## config.mk

```make
export PLATFORM = sky130hd
export DESIGN_NAME = fetch_ctrl
export DESIGN_NICKNAME = d
export VERILOG_FILES = /design/src/rtl/rv64_pkg.sv /design/src/rtl/fetch_buf.sv /design/src/rtl/fetch_ctrl.sv
export SDC_FILE = /design/constraint.sdc
export NUM_CORES = 1
export LEC_CHECK = 0
export CORE_MARGIN = 2
export CORE_UTILIZATION = 58
export CTS_CLUSTER_SIZE = 12
export DETAILED_ROUTE_END_ITERATION = 8
export PLACE_DENSITY = 0.86
export SLEW_MARGIN = 10
export SYNTH_ARGS = -nofsm -noshare
export SYNTH_HDL_FRONTEND = slang
export SYNTH_SLANG_ARGS = --single-unit
```

## constraint.sdc

```tcl
create_clock -name CLK -period 6 [get_ports CLK]
set_clock_uncertainty 0.1 [all_clocks]
set_input_delay 1.8 -clock CLK [delete_from_list [all_inputs] [get_ports CLK]]
set_output_delay 1.8 -clock CLK [all_outputs]
set_load 0.05 [all_outputs]
```

## src/rtl/rv64_pkg.sv

```systemverilog
// Shared RV64 fetch definitions: machine widths, PC step and fetch FSM states.
package rv64_pkg;

  localparam int unsigned XLEN = 64;
  localparam int unsigned ILEN = 32;
  localparam logic [XLEN-1:0] PC_INC = 64'd4;

  typedef enum logic [1:0] {
    ST_IDLE  = 2'd0,
    ST_FETCH = 2'd1,
    ST_HOLD  = 2'd2,
    ST_DRAIN = 2'd3
  } fetch_state_e;

endpackage

```

## src/rtl/fetch_buf.sv

```systemverilog
// Two-entry {PC, instruction} FIFO between fetch and decode, with flush.
module fetch_buf
  import rv64_pkg::*;
(
  input  logic            clk_i,
  input  logic            rst_ni,
  input  logic            push_i,
  input  logic            pop_i,
  input  logic            flush_i,
  input  logic [XLEN-1:0] push_pc_i,
  input  logic [ILEN-1:0] push_inst_i,
  output logic [1:0]      count_o,
  output logic [XLEN-1:0] head_pc_o,
  output logic [ILEN-1:0] head_inst_o
);

  logic [XLEN-1:0] pc_q   [2];
  logic [ILEN-1:0] inst_q [2];
  logic            rd_ptr_q, rd_ptr_d;
  logic [1:0]      count_q, count_d;
  logic            wr_ptr;

  // Write slot is the one after the head when a single entry is held.
  assign wr_ptr = rd_ptr_q ^ count_q[0];

  // Occupancy and read pointer; flush empties the buffer outright.
  always_comb begin
    count_d  = count_q;
    rd_ptr_d = rd_ptr_q;
    if (flush_i) begin
      count_d = '0;
    end else begin
      count_d  = count_q + {1'b0, push_i} - {1'b0, pop_i};
      rd_ptr_d = rd_ptr_q ^ pop_i;
    end
  end

  // Pointer/count registers.
  always_ff @(posedge clk_i or negedge rst_ni) begin
    if (!rst_ni) begin
      count_q  <= '0;
      rd_ptr_q <= 1'b0;
    end else begin
      count_q  <= count_d;
      rd_ptr_q <= rd_ptr_d;
    end
  end

  // Entry storage; cleared on reset so the head reads zero.
  always_ff @(posedge clk_i or negedge rst_ni) begin
    if (!rst_ni) begin
      for (int unsigned i = 0; i < 2; i++) begin
        pc_q[i]   <= '0;
        inst_q[i] <= '0;
      end
    end else if (push_i && !flush_i) begin
      pc_q[wr_ptr]   <= push_pc_i;
      inst_q[wr_ptr] <= push_inst_i;
    end
  end

  assign count_o     = count_q;
  assign head_pc_o   = pc_q[rd_ptr_q];
  assign head_inst_o = inst_q[rd_ptr_q];

endmodule

```

## src/rtl/fetch_ctrl.sv

```systemverilog
// Instruction fetch controller: single-outstanding memory requests, redirect
// with drain of an in-flight request, and a 2-entry buffer toward decode.
module fetch_ctrl
  import rv64_pkg::*;
#(
  parameter logic [63:0] RESET_PC = 64'h0
) (
  input  logic            CLK,
  input  logic            RESET,
  input  logic            FETCH_EN,
  output logic            MEM_REQ,
  output logic [XLEN-1:0] MEM_ADDR,
  input  logic            MEM_ACK,
  input  logic [ILEN-1:0] MEM_INST,
  input  logic            REDIRECT,
  input  logic [XLEN-1:0] REDIRECT_PC,
  output logic            IF_VALID,
  input  logic            IF_READY,
  output logic [ILEN-1:0] IF_INST,
  output logic [XLEN-1:0] IF_PC
);

  localparam logic [XLEN-1:0] PC_RST = RESET_PC & ~64'd3;

  fetch_state_e    state_q, state_d;
  logic [XLEN-1:0] pc_q, pc_d;
  logic [XLEN-1:0] drain_addr_q, drain_addr_d;
  logic [XLEN-1:0] redirect_tgt;
  logic            push, pop, flush;
  logic [1:0]      count, count_next;

  assign redirect_tgt = REDIRECT_PC & ~64'd3;
  // A redirect discards any handshake in the same cycle.
  assign pop        = IF_VALID & IF_READY & ~REDIRECT;
  assign count_next = flush ? 2'd0 : count + {1'b0, push} - {1'b0, pop};

  // Buffer push/flush and PC updates for the current state.
  always_comb begin
    push         = 1'b0;
    flush        = 1'b0;
    pc_d         = pc_q;
    drain_addr_d = drain_addr_q;
    unique case (state_q)
      ST_IDLE, ST_HOLD: begin
        if (REDIRECT) begin
          flush = 1'b1;
          pc_d  = redirect_tgt;
        end
      end
      ST_FETCH: begin
        if (REDIRECT) begin
          flush = 1'b1;
          pc_d  = redirect_tgt;
          // PC moves to the target immediately, so the in-flight
          // address is parked for the drain phase.
          if (!MEM_ACK) drain_addr_d = pc_q;
        end else if (MEM_ACK) begin
          push = 1'b1;
          pc_d = pc_q + PC_INC;
        end
      end
      ST_DRAIN: begin
        if (REDIRECT) pc_d = redirect_tgt;
      end
      default: ;
    endcase
  end

  // Next-state selection.
  always_comb begin
    state_d = state_q;
    unique case (state_q)
      ST_IDLE:  state_d = FETCH_EN ? ST_FETCH : ST_HOLD;
      ST_FETCH: begin
        if (REDIRECT) begin
          if (MEM_ACK) state_d = FETCH_EN ? ST_FETCH : ST_HOLD;
          else         state_d = ST_DRAIN;
        end else if (MEM_ACK) begin
          state_d = (FETCH_EN && count_next < 2'd2) ? ST_FETCH : ST_HOLD;
        end
      end
      ST_HOLD:  state_d = (FETCH_EN && count_next < 2'd2) ? ST_FETCH : ST_HOLD;
      ST_DRAIN: if (MEM_ACK) state_d = FETCH_EN ? ST_FETCH : ST_HOLD;
      default:  state_d = ST_IDLE;
    endcase
  end

  // State, PC and parked drain address.
  always_ff @(posedge CLK or negedge RESET) begin
    if (!RESET) begin
      state_q      <= ST_IDLE;
      pc_q         <= PC_RST;
      drain_addr_q <= PC_RST;
    end else begin
      state_q      <= state_d;
      pc_q         <= pc_d;
      drain_addr_q <= drain_addr_d;
    end
  end

  fetch_buf u_buf (
    .clk_i       (CLK),
    .rst_ni      (RESET),
    .push_i      (push),
    .pop_i       (pop),
    .flush_i     (flush),
    .push_pc_i   (pc_q),
    .push_inst_i (MEM_INST),
    .count_o     (count),
    .head_pc_o   (IF_PC),
    .head_inst_o (IF_INST)
  );

  assign MEM_REQ  = (state_q == ST_FETCH) || (state_q == ST_DRAIN);
  assign MEM_ADDR = (state_q == ST_DRAIN) ? drain_addr_q : pc_q;
  assign IF_VALID = (count != 2'd0);

endmodule

```

==> results.txt, run 1 <==
Setup violations remaining at the end of the flow were counted as 0. The initial detailed-routing violation count came out at 1260. The count of distinct cell types in the synthesized netlist is 58. The clock passes through at most 3 buffers. The global-route wire length before repair came out at 65.3 mm. The final max-slew violation count came out at 0. The cell area after layout came out at 19400 µm². The fraction of final layout cells sized beyond drive strength 1 is 31.2%. The power density over the cells came out at 613 nW/µm². The time the worst path needs with I/O delays and setup is 4.95 ns. The upper clock frequency limit is 0.202 GHz. The average footprint of a synthesized cell is 12.1 µm². The number of buffers inserted by hold repair at cts is 0.

The proportion of synthesized chip area in sequential cells came out at 50.5%. After floorplanning, the core was divided into 60 placement rows. The total of flip-flops plus latches after synthesis is 317. The die covers 28400 µm². The aggregate negative setup slack came out at 0 ns. Setup repair after global routing left no endpoint under its margin. The number of warnings reported in the yosys synthesis log came out at 0. In the synthesized netlist the dominant register cell turns out to be sky130_fd_sc_hd__dfrtp_1. For this design, the sink count on the clock tree is 317. Entering global routing, the biggest net connects 114 pins. STA classifies the critical path startpoint as a flip-flop.

In this run the post-CTS setup repair buffer count came out at 0. The placer's final routability congestion estimate is 0.897. The first detailed-routing pass took 6 iterations. Prior to clock tree synthesis, the placed netlist has a worst setup slack of 1.25 ns.

The count of input and output buffers is 257. The share of synthesized cell area in full adder, half adder and majority cells is 0.478%. The number of clock buffers inserted by TritonCTS is 35. The number of global-route vias before repair came out at 11676. For this run, the slowest stage of the critical path takes 0.89 ns. The worst setup path category is reg -> out.

The routed via count divided by cell count came out at 6.19. The area after detailed placement is 18300 µm². The die boundary width came out at 168 µm. The sequential standard cell area is 7940 µm².

The count of nets left with antenna violations once routing finished came out at 0. Max-cap violations in this run came to 0. The worst-case setup margin in the final layout is 1.05 ns. The total congestion overflow after global routing is 0. The synthesized netlist devotes 10.7% of its cell area to simple gates. The final layout contains routed wiring with a total length of 41.1 mm. Yosys mapped a number of flops with a built-in enable equal to 0. The total buffers and inverters traversed by the critical path came out at 1. During I/O placement, the number of pins put on the boundary was 264. The number of H-tree branching levels is 2. After the last flow step, the layout net total stands at 1601. Global routing used 29.0% of the available tracks. The number of placed instances, taps included, is 1797. The number of antenna violations at the first check in global routing is 4. In this run the worst path has a maximum fanout of 74. The HPWL after detailed placement is 27.2 mm. The root buffer cell chosen for the clock tree is sky130_fd_sc_hd__clkbuf_16. The area of the multi-input gates is 7210 µm².

The post-synthesis instance area came out at 15700 µm². Among all stages on the critical path, the largest delay is contributed by sky130_fd_sc_hd__ha_4. The post-synthesis mux area share came out at 28.6%. The analysis attributes to cell leakage a power of 7.98 nW. The count of cells in the finished layout, fillers not included, comes to 1860. The measured slew at the worst slew-check pin is 1.17 ns. The async set or reset register ratio after synthesis is 100%.

The flow ran to the end, and the final reports show no timing, DRC or antenna violations. After synthesis, the largest family of logic cells by area is multiplexers. The DRC violations left came out at 0. The portion of the clock cycle consumed by the worst path in the final layout came out at 82.6%. Post-CTS repair changed the size of 0 cells. At the worst endpoint, the required time is 4.10 ns. The routed via count is 11510.

After filler insertion, the fill cell instance count of the layout stands at 1831. The gate family responsible for the most delay along the worst path is adder cells. STA classifies the critical path endpoint as a primary output.

The relative area change from synthesis to final layout is 23.9%. At the later pin of the worst-skew pair, clock insertion delay measures 0.51 ns. The peak supply drop is 0.464 mV. The share of the synthesized area in the top cell type is 50.5%. Traced cell by cell, the critical path runs through ha_4 -> nand2_1 -> o21ai_0 -> clkdlybuf4s50_1. The classification of the worst-slack hold path is reg -> reg. The worst reg-to-reg setup slack came out at 2.71 ns. Dividing the detail-routed wire length by the instance count gives 22.1 µm.

The starting density of the core is 58.7%. The final number of hold-violating endpoints came out at 0. The biggest area contributor in the post-synthesis netlist is sky130_fd_sc_hd__dfrtp_1. The number of instances in the synthesized netlist is 1300. TritonCTS built the clock tree. The floorplan step set the die height to 168 µm. The clock-pin slew on the worst setup and hold paths is 0.06 ns. After synthesis, the cell types taking the most area are sky130_fd_sc_hd__dfrtp_1 51%, sky130_fd_sc_hd__mux2_2 28%, sky130_fd_sc_hd__nand2_1 1.8%. The remaining max-slew budget at the tightest pin is 21.2%. The data arrival time of the worst path came out at 3.05 ns. The xor/xnor share of the synthesized area came out at 1.32%. The share of the synthesized area in compound gates (AO/OA/AOI/OAI) is 4.57%. The placeable core region is 26700 µm².
[cells in the final DEF, fill, tap and decap left out, types with 20 or more instances in the layout]
| cell type | instances |
|---|---|
| sky130_fd_sc_hd__nor3_1 | 27 |
| sky130_fd_sc_hd__nand3_1 | 28 |
| sky130_fd_sc_hd__clkbuf_16 | 36 |
| sky130_fd_sc_hd__nand4_1 | 32 |
| sky130_fd_sc_hd__dfrtp_1 | 316 |
| sky130_fd_sc_hd__nor2_1 | 48 |
| sky130_fd_sc_hd__mux2_2 | 394 |
| sky130_fd_sc_hd__nand2_1 | 77 |
| sky130_fd_sc_hd__inv_1 | 20 |
| sky130_fd_sc_hd__clkdlybuf4s50_1 | 255 |
| sky130_fd_sc_hd__o21ai_0 | 45 |
[area by class of cell]
| type | instances | area share, % |
|---|---|---|
| well taps | 341 | 2.19 |
| diodes | 2 | 0.0257 |
| clock inverters | 6 | 0.251 |
| inverters | 21 | 0.405 |
| multi-input cells | 850 | 37.1 |
| flip-flops and latches | 317 | 40.8 |
| repair buffers | 268 | 13.9 |
| clock buffers | 55 | 5.36 |
[synthesized netlist by cell type (5+ instances only)]
master,count
sky130_fd_sc_hd__buf_2,25
sky130_fd_sc_hd__a211oi_1,5
sky130_fd_sc_hd__a221oi_1,6
sky130_fd_sc_hd__nand3_1,29
sky130_fd_sc_hd__ha_1,6
sky130_fd_sc_hd__nor2_1,49
sky130_fd_sc_hd__xor2_1,13
sky130_fd_sc_hd__mux2_2,394
sky130_fd_sc_hd__o21ai_0,45
sky130_fd_sc_hd__nor3_1,27
sky130_fd_sc_hd__nand4_1,32
sky130_fd_sc_hd__a31oi_1,15
sky130_fd_sc_hd__inv_1,20
sky130_fd_sc_hd__a21oi_1,6
sky130_fd_sc_hd__or4_1,12
sky130_fd_sc_hd__buf_4,10
sky130_fd_sc_hd__buf_1,5
sky130_fd_sc_hd__nor4_1,14
sky130_fd_sc_hd__and4_1,17
sky130_fd_sc_hd__and3_1,16
sky130_fd_sc_hd__nand2_1,77
sky130_fd_sc_hd__clkbuf_1,70
sky130_fd_sc_hd__nor2b_1,6
sky130_fd_sc_hd__or3_1,8
sky130_fd_sc_hd__xnor2_1,8
sky130_fd_sc_hd__mux2i_1,5
sky130_fd_sc_hd__and2_1,6
sky130_fd_sc_hd__dfrtp_1,317
[layer usage]
metal  up-vias  routed length [µm]  track usage, %
li1       5087                   -               -
met1      5813               16800            39.1
met2       519               20100            48.0
met3        89                2940            5.31
met4         2                1210            9.30
met5         -                  13               0
[flip-flops by register name (all words and copies together), names as in the netlist]
register and count:
pc_q 62, state_q 2, u_buf.inst_q 64, u_buf.pc_q 124, drain_addr_q 62, u_buf.rd_ptr_q 1
u_buf.count_o 2
[where the power goes]
group          internal [mW]  switching, mW  leakage, nW
clock network           1.20          0.850        0.536
logic                   2.57           3.67         3.63
registers               3.02          0.606         3.82
[cell families after synthesis]
kind of cell	after synthesis
flip-flops	317
XOR/XNOR	22
multiplexers	399
AND/OR/NAND/NOR	310
adder cells (fa/ha/maj)	6
AO/OA/AOI/OAI	109
other	1
buffers and inverters	136
[worst reg2reg max path, delay by kind of cell (launching register included)]
kind	cells	cell delay, ns
AOI/OAI and AO/OA	1	0.19
adders and majority gates	1	0.45
buffers and inverters	1	0.08
DFF	1	0.44
and+or+nand+nor	4	1.94
[per-stage QoR]
step | hold slack (ns) | util (%) | power [mW]
after detailed placement | 0.371 | 68.6 | 9.87
final | 0.382 | 72.7 | 11.9
after CTS | 0.384 | 72.7 | 12.0
after global routing | 0.411 | 72.7 | 12.4
after floorplan | 0.350 | - | 7.93
after global placement | 0.362 | 68.6 | 9.68
[worst paths after layout]
path,startpoint,cells past startpoint,end
max,state_q[1],4,MEM_ADDR[24]
min,drain_addr_q[42],2,drain_addr_q[42]
max reg2reg,state_q[1],7,pc_q[39]
min reg2reg,drain_addr_q[42],2,drain_addr_q[42]
max in group asynchronous,RESET,2,u_buf.inst_q[37]
min in group asynchronous,RESET,1,drain_addr_q[26]
Note: power is estimated with default switching activity, not from simulation.
==> inputs of run 2 (changes only) <==
CORE_UTILIZATION = 49   (was 58)
PLACE_DENSITY = 0.77   (was 0.86)
clock period = 4.25 ns   (was 6 ns; I/O delays follow)
==> results.txt, run 2 (same netlist as run 1, synthesis figures left out) <==
The maximum fanout along the worst path came out at 18 (-76%). The placer's final routability congestion estimate came out at 0.862 (-4.0%). The die boundary width was 183 µm (+8.6%). The signal on the critical path passes through ha_4 -> buf_4 -> mux2_2 -> clkdlybuf4s50_1.

The DRC violations left came out at 0 (unchanged). The number of failing setup endpoints in the final timing report is 0 (unchanged). The routed via count divided by cell count is 5.85 (-5.5%).

The remaining max-slew budget at the tightest pin is 45.8% (+25 points). The maximum number of pins on one net before global-route repair was 102 (-11%). The number of H-tree branching levels is 2 (unchanged). The number of primary I/O pins is 264 (unchanged). The total number of placement rows is 65 (+8.3%). The overall routed net length is 41.9 mm (+1.9%).

The initial detailed-routing violation count is 932 (-26%). The total congestion overflow after global routing is 0 (unchanged). The leakage power came out at 8.21 nW (+2.9%). The register with the most flip-flops in the final layout is u_buf.pc_q.

CTS placed an instance of sky130_fd_sc_hd__clkbuf_16 at the clock tree root. The library cell used most frequently in the layout, excluding fill and tap cells, is sky130_fd_sc_hd__mux2_2. The HPWL after detailed placement came out at 28.8 mm (+5.8%). The time the worst path needs with I/O delays and setup is 4.13 ns. On the critical path, the stage with the largest delay is an instance of sky130_fd_sc_hd__clkdlybuf4s50_1. The total iterations of the first detailed-routing run came out at 6 (unchanged). In this design, the largest share of critical-path delay is due to buffers and inverters. The remaining antenna violation count came out at 0 (unchanged). The upper clock frequency limit came out at 0.242 GHz. The sequential standard cell area was 7940 µm² (unchanged). The routed via count is 11413 (-0.84%).

The worst hold path begins at drain_addr_q[55]. The kind of end point of the critical path is a primary output. The final max-slew violation count came out at 0 (unchanged).

The die outline area is 33500 µm² (+18%). The count of input and output buffers is 257 (unchanged). The portion of the clock cycle consumed by the worst path in the final layout came out at 97.1%. The global-route wire length before repair was 65.5 mm (+0.27%).

The clock tree from TritonCTS is built. The data arrival time of the worst path came out at 2.75 ns (-0.30 ns). The relative area change from synthesis to final layout came out at 27.0%. The instance count along the most critical hold path is 2 (unchanged).

Setup repair after global routing left no endpoint under its margin. The maximum cell stage delay along the critical path is 0.72 ns (-0.17 ns). The worst register-to-register path begins at state_q[1]. The number of flip-flops under the largest register name came to 124 (unchanged).

The detailed-route wire length per cell is 21.5 µm (-2.9%). The insertion delay of the later-clocked pin in the worst-skew pair came out at 0.52 ns (about the same). The number of clock buffers inserted by TritonCTS came out at 36 (+2.9%).

The library cells used most frequently in the layout, excluding fill and tap cells, are 394 x sky130_fd_sc_hd__mux2_2, 316 x sky130_fd_sc_hd__dfrtp_1, 251 x sky130_fd_sc_hd__clkdlybuf4s50_1. STA classifies the critical path startpoint as a flip-flop. The final number of hold-violating endpoints came out at 0 (unchanged). The vertical die dimension came out at 183 µm (+8.6%). The endpoint identified for the worst register-to-register timing path is pc_q[39]. The placeable core region is 31600 µm² (+18%). The required time of the critical path came to 2.87 ns (-1.23 ns). The number of global-route vias before repair came to 11710 (+0.29%). The number of antenna violations at the first check in global routing came out at 4 (unchanged). The hold path endpoint is drain_addr_q[55].

The worst reg-to-reg setup slack came out at 1.20 ns (-1.51 ns). The aggregate global-route resource usage is 24.9% (-4.0 points). The measured slew at the worst slew-check pin came to 0.813 ns (-0.359 ns). The depth of the worst register-to-register path is 8 (+1). The max-capacitance violation count came out at 0 (unchanged).

The fraction of final layout cells sized beyond drive strength 1 came to 33.1% (+1.8 points). The number of buffers on the longest clock path came to 3 (unchanged). The flow ran to the end, and the final reports show no timing, DRC or antenna violations. The area of the multi-input gates is 7210 µm² (unchanged). The cell area after layout came out at 19900 µm² (+2.5%). The starting density of the core came to 49.7% (-9.0 points).

The number of sinks handled by clock tree synthesis is 317 (unchanged). The total of fill cells in the finished design is 2455 (+34%). The power density over the cells is 856 nW/µm² (+40%). The peak supply drop is 0.521 mV (+12%).

The clock-pin slew on the worst setup and hold paths came to 0.06 ns (about the same). The aggregate negative setup slack came to 0 ns (unchanged). The worst setup path category is reg -> out. The number of buffers inserted by hold repair at cts came out at 0 (unchanged). The largest registers in the layout are u_buf.pc_q (124), u_buf.inst_q (64). The total buffers and inverters traversed by the critical path is 2 (+1).

In this run the worst hold path is classified as reg -> reg. The area after detailed placement is 18700 µm² (+2.1%). The post-layout net count is 1631 (+1.9%).
## run 2: cell count changes in the layout (fill, tap and decap cells not counted), sizes merged
| cell | change |
|---|---|
| buf | +31 |
| clkbuf | -5 |
| clkdlybuf4s50 | -4 |
| bufinv | +2 |
| clkinv | +1 |
| clkinvlp | +1 |
| diode | +1 |
| dlygate4sd2 | +1 |
| dlymetal6s2s | +1 |
| inv | +1 |
## run 2: per-layer routing
layer	up-vias	GRT usage, %	routed length [µm]	share of wire, %
met3	74	5.00	2680	6.4
met1	5782	33.1	17500	42
met5	-	0	13	0.031
li1	5152	-	-	-
met4	2	7.14	1070	2.6
met2	403	41.7	20600	49
## run 2: final cells by class
class                   instances  area share (%)
diodes                          3          0.0377
clock buffers                  50            5.24
clock inverters                11           0.597
inverters                      21           0.396
multi-input cells             850            36.2
flip-flops and latches        317            39.8
well taps                     402            2.52
repair buffers                297            15.2
## run 2: power by group
part	switching [mW]	internal, mW
logic	5.22	3.71
registers	0.792	4.27
clock network	1.23	1.84
## run 2: what timing repair did
item                                    in CTS  in global routing
setup buffers                                1                  0
resized for setup                            1                  1
endpoints found under the setup margin       8                  1
pin swaps                                    1                  0
## run 2: how the worst max path moves through the flow
stage	startpoint	to	slack, ns	depth (start not counted)
4_1_cts	state_q[1]	MEM_ADDR[51]	0.1	4
6_report	state_q[1]	MEM_ADDR[51]	0.12	4
2_1_floorplan	state_q[0]	MEM_ADDR[24]	0.82	4
3_3_place_gp	MEM_ACK	pc_q[39]	0.30	6
5_1_grt	state_q[1]	MEM_ADDR[55]	0.009	5
3_5_place_dp	MEM_ACK	pc_q[39]	0.29	6
## run 2: worst reg2reg max path: stages, from the launching register on
cell,delay (ns)
sky130_fd_sc_hd__dfrtp_1,0.44
sky130_fd_sc_hd__inv_1,0.10
sky130_fd_sc_hd__ha_1,0.13
sky130_fd_sc_hd__buf_4,0.20
sky130_fd_sc_hd__nand4_4,0.20
sky130_fd_sc_hd__or4_4,0.57
sky130_fd_sc_hd__or3_1,0.54
sky130_fd_sc_hd__or4_1,0.52
sky130_fd_sc_hd__a31oi_1,0.17
## run 2: per-stage QoR
stage          setup slack (ns)  total power, mW  cells  hold slack, ns  utilization, %
2_1_floorplan             0.820             11.2   1303           0.350               -
3_3_place_gp              0.295             13.8   1886           0.363            59.4
3_5_place_dp              0.294             14.0   1886           0.370            59.4
4_1_cts                  0.0962             17.2   1948           0.383            63.1
5_1_grt                 0.00872             17.8   1949           0.407            63.1
6_report                  0.123             17.1   1951           0.380            63.1
==> inputs of run 3 (changes only) <==
CTS_CLUSTER_SIZE = default   (was 12)
==> results.txt, run 3 (same netlist as run 1, synthesis figures left out) <==
The flow ran to the end, and the final reports show no timing, DRC or antenna violations. The number of global-route vias before repair is 11766 (+0.48%). The upper clock frequency limit is 0.242 GHz (-0.19%). The total design power came out at 17.1 mW (+0.55%). The number of primary I/O pins was 264 (unchanged). TritonCTS built the clock tree.

The global-route wire length before repair came out at 65.4 mm (-0.15%). The max-capacitance violation count came out at 0 (unchanged). The classification of the worst-slack hold path is reg -> reg. The maximum fanout along the worst path came to 18 (unchanged). The portion of the clock cycle consumed by the worst path in the final layout came out at 97.3% (+0.18 points). CTS placed an instance of sky130_fd_sc_hd__clkbuf_16 at the clock tree root. Walking the worst path, the cells encountered are ha_4 -> buf_4 -> mux2_2 -> clkdlybuf4s50_1. The leakage power was 8.24 nW (+0.35%). The number of buffers inserted by hold repair at cts came out at 0 (unchanged). The time the worst path needs with I/O delays and setup was 4.13 ns (+0.00767 ns). The relative area change from synthesis to final layout came out at 27.3%. The routed via count divided by cell count came to 5.79 (-0.96%). The placeable core region was 31600 µm² (unchanged). The die boundary width is 183 µm (unchanged).

The detailed-route wire length per cell came out at 21.3 µm (-0.86%). The die outline area came out at 33500 µm² (unchanged). The number of antenna violations at the first check in global routing is 4 (unchanged). The number of failing setup endpoints in the final timing report is 0 (unchanged).

The leading cell type in the layout, fill and taps excluded is sky130_fd_sc_hd__mux2_2. The number of flip-flops under the largest register name is 124 (unchanged). The vertical die dimension is 183 µm (unchanged).

The initial detailed-routing violation count was 886 (-4.9%). The final max-slew violation count is 0 (unchanged). The HPWL after detailed placement came out at 28.8 mm (unchanged). The fraction of final layout cells sized beyond drive strength 1 came out at 33.3% (+0.28 points). The post-layout net count came to 1631 (unchanged). The clock-pin slew on the worst setup and hold paths is 0.06 ns (about the same). The insertion delay of the later-clocked pin in the worst-skew pair came out at 0.52 ns (about the same). The remaining antenna violation count was 0 (unchanged). By startpoint and endpoint, the worst setup path is classified as reg -> out. The number of clock buffers inserted by TritonCTS is 36 (unchanged). The peak supply drop is 0.540 mV (+3.5%). In the final layout, the registers with the most flip-flops are u_buf.pc_q (124), u_buf.inst_q (64).

The starting density of the core came out at 49.7% (unchanged). The count of input and output buffers is 257 (unchanged). The DRC violations left was 0 (unchanged). The required time of the critical path came out at 2.87 ns (about the same). The routed via count came out at 11332 (-0.71%). The number of sinks handled by clock tree synthesis is 317 (unchanged). The total iterations of the first detailed-routing run is 5 (-1). The slowest cell on the critical path is sky130_fd_sc_hd__clkdlybuf4s50_1. The library cells used most frequently in the layout, excluding fill and tap cells, are 394 x sky130_fd_sc_hd__mux2_2, 316 x sky130_fd_sc_hd__dfrtp_1, 251 x sky130_fd_sc_hd__clkdlybuf4s50_1. The overall routed net length came to 41.6 mm (-0.60%). The data arrival time of the worst path is 2.76 ns (about the same). Ranked by flip-flop count, first place goes to u_buf.pc_q. The total congestion overflow after global routing was 0 (unchanged).

The placer's final routability congestion estimate is 0.862 (unchanged). The kind of end point of the critical path is a primary output. The number of buffers on the longest clock path is 3 (unchanged).

The aggregate negative setup slack came to 0 ns (unchanged). The power density over the cells came out at 858 nW/µm² (+0.28%). Setup repair after global routing left no endpoint under its margin.

The number of H-tree branching levels is 2 (unchanged). The measured slew at the worst slew-check pin is 0.815 ns (+0.00206 ns). The total of fill cells in the finished design is 2432 (-0.94%). The aggregate global-route resource usage came out at 24.8% (-0.12 points). The final number of hold-violating endpoints was 0 (unchanged). The worst setup path is launched from a flip-flop. The maximum cell stage delay along the critical path came out at 0.72 ns (about the same). The total number of placement rows came out at 65 (unchanged). The maximum number of pins on one net before global-route repair is 102 (unchanged). The remaining max-slew budget at the tightest pin came to 45.7% (-0.14 points). The worst reg-to-reg setup slack came to 1.21 ns (about the same).
-- run 3: path summary, 6_finish.rpt --
check	cells past startpoint	to	from
worst max-delay path	4	MEM_ADDR[51]	state_q[1]
worst min-delay path	2	drain_addr_q[55]	drain_addr_q[55]
worst max register to register	8	pc_q[39]	state_q[1]
worst min register to register	2	drain_addr_q[55]	drain_addr_q[55]
max in group asynchronous	3	u_buf.pc_q[50]	RESET
min in group asynchronous	1	drain_addr_q[28]	RESET
-- run 3: repair_timing --
item                       CTS  global route
setup endpoints to repair    8             1
resized for setup            1             1
pin swaps                    1             0
buffers inserted             1             0
-- run 3: layout make-up --
cell class / instances / area, µm² / share of cell area [%]
clock inverters: 20 / 216 / 1.08
multi-input cells: 850 / 7210 / 36.1
repair buffers: 297 / 3030 / 15.1
flip-flops and latches: 317 / 7940 / 39.7
clock buffers: 46 / 1000 / 5.00
diodes: 3 / 7.51 / 0.0376
well taps: 402 / 503 / 2.52
inverters: 21 / 78.8 / 0.395
-- run 3: worst max-delay path: cells and delay by family, from the launching register on --
family                   cells  cell delay [ns]
buffers and inverters        2             1.02
flip-flops                   1             0.44
multiplexers                 1             0.37
adder cells (fa/ha/maj)      1             0.41
-- run 3: per-layer routing --
| layer | routed length [µm] | global-route usage [%] | vias up | share of wire [%] |
|---|---|---|---|---|
| met3 | 2600 | 4.88 | 88 | 6.2 |
| met4 | 1250 | 7.71 | 2 | 3.0 |
| met5 | 13 | 0 | - | 0.031 |
| met2 | 20200 | 41.1 | 393 | 48 |
| li1 | - | - | 5161 | - |
| met1 | 17600 | 33.1 | 5688 | 42 |
-- run 3: where the power goes --
part           switching (mW)  internal [mW]  total (mW)
combinational            5.21           3.71        8.92
sequential              0.789           4.27        5.06
clock                    1.25           1.92        3.17
-- run 3: through the flow --
stage | utilization, % | hold WS, ns | instances | instance area [µm²] | setup slack (ns)
detailed placement | 59.4 | 0.370 | 1886 | 18700 | 0.294
CTS | 63.3 | 0.384 | 1953 | 20000 | 0.0993
floorplan | - | 0.350 | 1303 | 15700 | 0.820
finish | 63.3 | 0.380 | 1956 | 20000 | 0.115
global placement | 59.4 | 0.363 | 1886 | 18700 | 0.295
global route | 63.3 | 0.407 | 1954 | 20000 | 0.00811
